`config.mk`:
```
export PLATFORM = sky130hd
export DESIGN_NAME = key_debounce
export DESIGN_NICKNAME = d
export VERILOG_FILES = /design/src/rtl/key_debounce.sv
export SDC_FILE = /design/constraint.sdc
export NUM_CORES = 1
export LEC_CHECK = 0
export BUFFER_PORTS_ARGS = -buffer_cell sky130_fd_sc_hd__buf_2
export CELL_PAD_IN_SITES_DETAIL_PLACEMENT = 0
export CELL_PAD_IN_SITES_GLOBAL_PLACEMENT = 1
export CORE_MARGIN = 2
export CORE_UTILIZATION = 40
export CTS_CLUSTER_DIAMETER = 120
export DETAILED_ROUTE_END_ITERATION = 7
export GPL_TIMING_DRIVEN = 0
export PLACE_DENSITY = 0.72
export SYNTH_ARGS = -nofsm -noshare
export SYNTH_HDL_FRONTEND = slang
export SYNTH_SLANG_ARGS = --single-unit
export TNS_END_PERCENT = 20
```
`constraint.sdc`:
```
create_clock -name CLK -period 2.2 [get_ports CLK]
set_clock_uncertainty 0.15 [all_clocks]
set_input_delay 0.33 -clock CLK [delete_from_list [all_inputs] [get_ports CLK]]
set_output_delay 0.33 -clock CLK [all_outputs]
set_load 0.01 [all_outputs]
```
`src/rtl/key_debounce.sv`:
```
// Debounces a raw push-button into level/press/release strobes; outputs follow a capture edge by DEBOUNCE_CYC+2 edges, no backpressure.
// Define AUTO_REPEAT_EN to make PRESS_PULSE auto-repeat while the key stays held.
module key_debounce #(
    parameter int DEBOUNCE_CYC   = 1000000,
    parameter int KEY_ACTIVE_LOW = 1,
    parameter int REPEAT_DLY     = 25000000,
    parameter int REPEAT_PER     = 5000000
) (
    input  logic CLK,
    input  logic RST,
    input  logic KEY_IN,
    output logic KEY_LEVEL,
    output logic PRESS_PULSE,
    output logic RELEASE_PULSE,
    output logic BUSY
);

    localparam int            CW       = $clog2(DEBOUNCE_CYC);
    localparam logic [CW-1:0] CNT_LAST = CW'(DEBOUNCE_CYC - 1);
    localparam logic          REL_LVL  = (KEY_ACTIVE_LOW != 0);

    generate
        if (DEBOUNCE_CYC < 2 || REPEAT_DLY < 1 || REPEAT_PER < 1) begin : g_bad_param
            $error("key_debounce: DEBOUNCE_CYC must be >= 2, repeat timings >= 1");
        end
    endgenerate

    typedef enum logic [1:0] {IDLE, PRESS_CHK, HELD, RELEASE_CHK} state_t;

    state_t        state;
    logic [CW-1:0] cnt;
    logic          sync1;
    logic          key_s;
    logic          pressed;

    always_ff @(posedge CLK or negedge RST) begin
        if (!RST) begin
            sync1 <= REL_LVL;
            key_s <= REL_LVL;
        end else begin
            sync1 <= KEY_IN;
            key_s <= sync1;
        end
    end

    assign pressed = key_s ^ REL_LVL;

`ifdef AUTO_REPEAT_EN
    localparam int REP_MAX = (REPEAT_DLY > REPEAT_PER) ? REPEAT_DLY : REPEAT_PER;
    localparam int RW      = $clog2(REP_MAX + 1);

    logic [RW-1:0] rep_cnt;
    logic          rep_phase;
    logic [RW-1:0] rep_last;

    // First interval is REPEAT_DLY, every later one REPEAT_PER.
    assign rep_last = rep_phase ? RW'(REPEAT_PER - 1) : RW'(REPEAT_DLY - 1);
`endif

    always_ff @(posedge CLK or negedge RST) begin
        if (!RST) begin
            state         <= IDLE;
            cnt           <= '0;
            KEY_LEVEL     <= 1'b0;
            PRESS_PULSE   <= 1'b0;
            RELEASE_PULSE <= 1'b0;
            BUSY          <= 1'b0;
`ifdef AUTO_REPEAT_EN
            rep_cnt       <= '0;
            rep_phase     <= 1'b0;
`endif
        end else begin
            PRESS_PULSE   <= 1'b0;
            RELEASE_PULSE <= 1'b0;
            case (state)
                IDLE: begin
                    if (pressed) begin
                        state <= PRESS_CHK;
                        cnt   <= '0;
                        BUSY  <= 1'b1;
                    end
                end
                PRESS_CHK: begin
                    if (!pressed) begin
                        state <= IDLE;
                        cnt   <= '0;
                        BUSY  <= 1'b0;
                    end else if (cnt == CNT_LAST) begin
                        state       <= HELD;
                        cnt         <= '0;
                        BUSY        <= 1'b0;
                        KEY_LEVEL   <= 1'b1;
                        PRESS_PULSE <= 1'b1;
`ifdef AUTO_REPEAT_EN
                        rep_cnt     <= '0;
                        rep_phase   <= 1'b0;
`endif
                    end else begin
                        cnt <= cnt + 1'b1;
                    end
                end
                HELD: begin
                    if (!pressed) begin
                        state <= RELEASE_CHK;
                        cnt   <= '0;
                        BUSY  <= 1'b1;
                    end
`ifdef AUTO_REPEAT_EN
                    else if (rep_cnt == rep_last) begin
                        PRESS_PULSE <= 1'b1;
                        rep_cnt     <= '0;
                        rep_phase   <= 1'b1;
                    end else begin
                        rep_cnt <= rep_cnt + 1'b1;
                    end
`endif
                end
                RELEASE_CHK: begin
                    // Bounce back to HELD keeps the repeat counter where it froze.
                    if (pressed) begin
                        state <= HELD;
                        cnt   <= '0;
                        BUSY  <= 1'b0;
                    end else if (cnt == CNT_LAST) begin
                        state         <= IDLE;
                        cnt           <= '0;
                        BUSY          <= 1'b0;
                        KEY_LEVEL     <= 1'b0;
                        RELEASE_PULSE <= 1'b1;
                    end else begin
                        cnt <= cnt + 1'b1;
                    end
                end
                default: begin
                    state <= IDLE;
                    cnt   <= '0;
                    BUSY  <= 1'b0;
                end
            endcase
        end
    end

endmodule

```
==> impl_results.md <==
* IR drop worst, VDD at 0.2209 mV
* Total Power at 849.5 µW
* Share of async-settable or async-resettable flops after synthesis at 100.0%
* Via density at 5.754
* Final Hold Fails at 0
* Clock latency on the worst-skew pair at 0.34 ns
* Total clock buffers created by CTS at 3
* Leak pwr at 0.6737 nW
* Maximum fanout encountered on the critical timing path at 5
* Dpl cell area at 1539 µm²
* Class of the most critical hold timing path: register to register
* Synth cell count leaders: sky130_fd_sc_hd__dfrtp_1 (26), sky130_fd_sc_hd__nand2_1 (17), sky130_fd_sc_hd__a22oi_1 (8), sky130_fd_sc_hd__o21ai_0 (8), sky130_fd_sc_hd__or4_1 (8)
* Crit Path Category: register to register
* Largest net degree at the start of global routing at 29
* Worst-margin pin slew at 0.6196 ns
* Residual DRC at 0
* Clock transition time at the flip-flop clock pins of the worst setup and hold paths at 0.14 ns
* Endpoint kind of the worst setup timing path: register
* Final setup violating endpoints at 0
* Weighted congestion reported at the end of routability-driven placement at 0.7724
* Timing-limited maximum frequency at 0.4808 GHz
* Post-route clock period utilization at 94.54%
* Core outline area at 3416 µm²
* Cell type with the highest aggregate area in the netlist: sky130_fd_sc_hd__dfrtp_1
* Headroom to the max-slew limit at 58.69%
* Boundary pin count at 7
* Final ANT Viol Nets at 0
* Overflow left after global routing at 0
* Via count at 1191
* Global-route wire length before repair at 5844 µm
* Number of I/O port buffers at 6
* Antenna violations before repair at 0
* Post-synthesis cell count at 146
* Post-synthesis to final-layout area growth at 11.81%
* Pre-Repair DR Iteration Count at 4
* Areal power density over the cells at 523.5 nW/µm²
* Sequential share of the synthesized area at 48.45%
* Worst min-delay path startpoint: sync1
* Routed wirelength normalized by instance count at 15.97 µm
* Worst reg2reg startpoint: cnt[0]
* Clk Tree Root Cell: sky130_fd_sc_hd__clkbuf_4
* Result of the run: finished clean
* Post-synth top area share at 44.83%
* Via count of the first global-routing pass at 1193
* Setup repair after global routing missed its margin: yes
* Total of max-cap violations at 0
* Hold Path Depth at 0
* Ant diodes at 0
* Total global-route track usage at 18.27%
* Register-to-Register Path Depth at 5
* Final max-slew violation count at 0
* CTS tree: done
* Most frequently used flop master after synthesis: sky130_fd_sc_hd__dfrtp_1
* # rows at 21
* Distinct cell type count after synthesis at 42
* Initial cell density of the core at 42.49%
* Area of the die at 4126 µm²
* Die width at 64.24 µm
* Average instance area after synthesis at 9.941 µm²
* Worst endpoint data arrival time at 2.17 ns
* DRT iter0 DRCs at 54
* Final std cell area, no fill at 1623 µm²
* Number of enable flip-flop cells after synthesis at 0
* Aggregate routed wire length at 3306 µm
* Final critical path time including I/O delays and setup at 2.080 ns
* Share of cells above drive strength 1 at 16.15%
* Synth top area cells: sky130_fd_sc_hd__dfrtp_1 (45%), sky130_fd_sc_hd__nand2_1 (4.4%), sky130_fd_sc_hd__a22oi_1 (4.1%)
* NumNets Final at 166
* Number of synthesis warnings at 0
* Hold slack final at 0.2171 ns
* Setup slack, reg-to-reg at 0.12 ns
* CTS max path bufs at 2
* Post-Synthesis Cell Area at 1451 µm²
* CTS H-tree depth at 1
* CP Launch Type: register
* Reg-to-reg critical path endpoint: KEY_LEVEL
* Worst-case hold path end point: key_s
* Required time of the critical path at 2.29 ns
* Number of register bits inferred by synthesis at 28
* Syn_nets at 150
* CTS sink cnt at 28
* Leading cell type by number of instances after synthesis: sky130_fd_sc_hd__dfrtp_1
* Detailed Place HPWL at 2312 µm
* Die Ht at 64.24 µm
[routing by layer]
layer / track usage [%] / vias to the layer above / share of wire, %
li1: - / 582 / -
met1: 26.09 / 582 / 49
met2: 28.65 / 22 / 46
met3: 2.113 / 5 / 2.9
met4: 6.383 / 0 / 1.6
met5: 0 / - / 0
[power breakdown]
part / total [mW] / internal, mW / switching (mW)
clock network: 0.257 / 0.102 / 0.156
registers: 0.530 / 0.524 / 0.00552
logic: 0.0624 / 0.0216 / 0.0408
[worst max-delay path by stage]
stage | slack, ns | to | start | cells after the start
final | 0.12 | KEY_LEVEL | cnt[0] | 5
after CTS | 0.05 | cnt[18] | cnt[0] | 6
after global placement | 0.03 | cnt[16] | cnt[0] | 6
after floorplan | 0.26 | KEY_LEVEL | cnt[0] | 5
after global routing | -0.006 | cnt[18] | key_s | 5
after detailed placement | -0.003 | cnt[18] | cnt[0] | 6
[worst max-delay path, stage by stage, from the launching register on]
cell                      delay [ns]
sky130_fd_sc_hd__dfrtp_1        0.41
sky130_fd_sc_hd__ha_1           0.21
sky130_fd_sc_hd__and4_4         0.28
sky130_fd_sc_hd__nand4_2        0.18
sky130_fd_sc_hd__or3_4          0.46
sky130_fd_sc_hd__a211o_1        0.30
[kinds of logic after synthesis]
group,share of synthesized area (%)
muxes,0.6897
buffers and inverters,2.845
AOI/OAI and AO/OA,19.74
and+or+nand+nor,24.40
DFF,48.45
xor gates and xnor gates,3.018
adders and majority gates,0.8619
[metrics by stage]
stage	setup TNS (ns)	util [%]	cells	setup slack, ns
floorplan	0	-	146	0.2589
global placement	0	45.05	198	0.02735
detailed placement	-0.002623	45.05	198	-0.002623
CTS	0	46.78	204	0.04734
global route	-0.006172	47.51	207	-0.006172
finish	0	47.51	207	0.1202
[sequential cells by signal, indices dropped and copies added, names as in the netlist, named ones only]
register	cells
BUSY	1
KEY_LEVEL	1
PRESS_PULSE	1
RELEASE_PULSE	1
cnt	20
key_s	1
state	1
sync1	1
[timing repair]
item,in CTS,in global routing
gates resized for setup,1,2
endpoints found under the hold margin,27,0
setup endpoints to repair,4,11
hold buffers,2,0
setup buffers,0,3
pin swaps,0,1
[layout make-up]
type	instances	area, µm²
Buffer	5	27.53
Clock buffer	4	36.28
Fill cell	353	1793
Inverter	5	18.77
Multi-Input combinational cell	108	706.9
Sequential cell	28	703.2
Tap cell	46	57.56
Timing Repair Buffer	11	72.57
[placed cells by master, fill, tap and decap left out, types with 3 or more instances in the layout]
master                     Yosys  layout
sky130_fd_sc_hd__clkbuf_4      0       3
sky130_fd_sc_hd__or4_1         8       8
sky130_fd_sc_hd__xor2_1        3       3
sky130_fd_sc_hd__or3_1         3       3
sky130_fd_sc_hd__nand2_1      17      17
sky130_fd_sc_hd__dfrtp_1      26      26
sky130_fd_sc_hd__buf_2         3       7
sky130_fd_sc_hd__a22oi_1       8       8
sky130_fd_sc_hd__inv_1         5       5
sky130_fd_sc_hd__nor2_1        6       6
sky130_fd_sc_hd__a21oi_1       5       5
sky130_fd_sc_hd__nand3_1       7       7
sky130_fd_sc_hd__and3_1        5       5
sky130_fd_sc_hd__buf_4         0       5
sky130_fd_sc_hd__o211ai_1      5       5
sky130_fd_sc_hd__o21ai_0       8       8
sky130_fd_sc_hd__o31ai_1       5       5
Note: power is estimated with default switching activity, not from simulation.
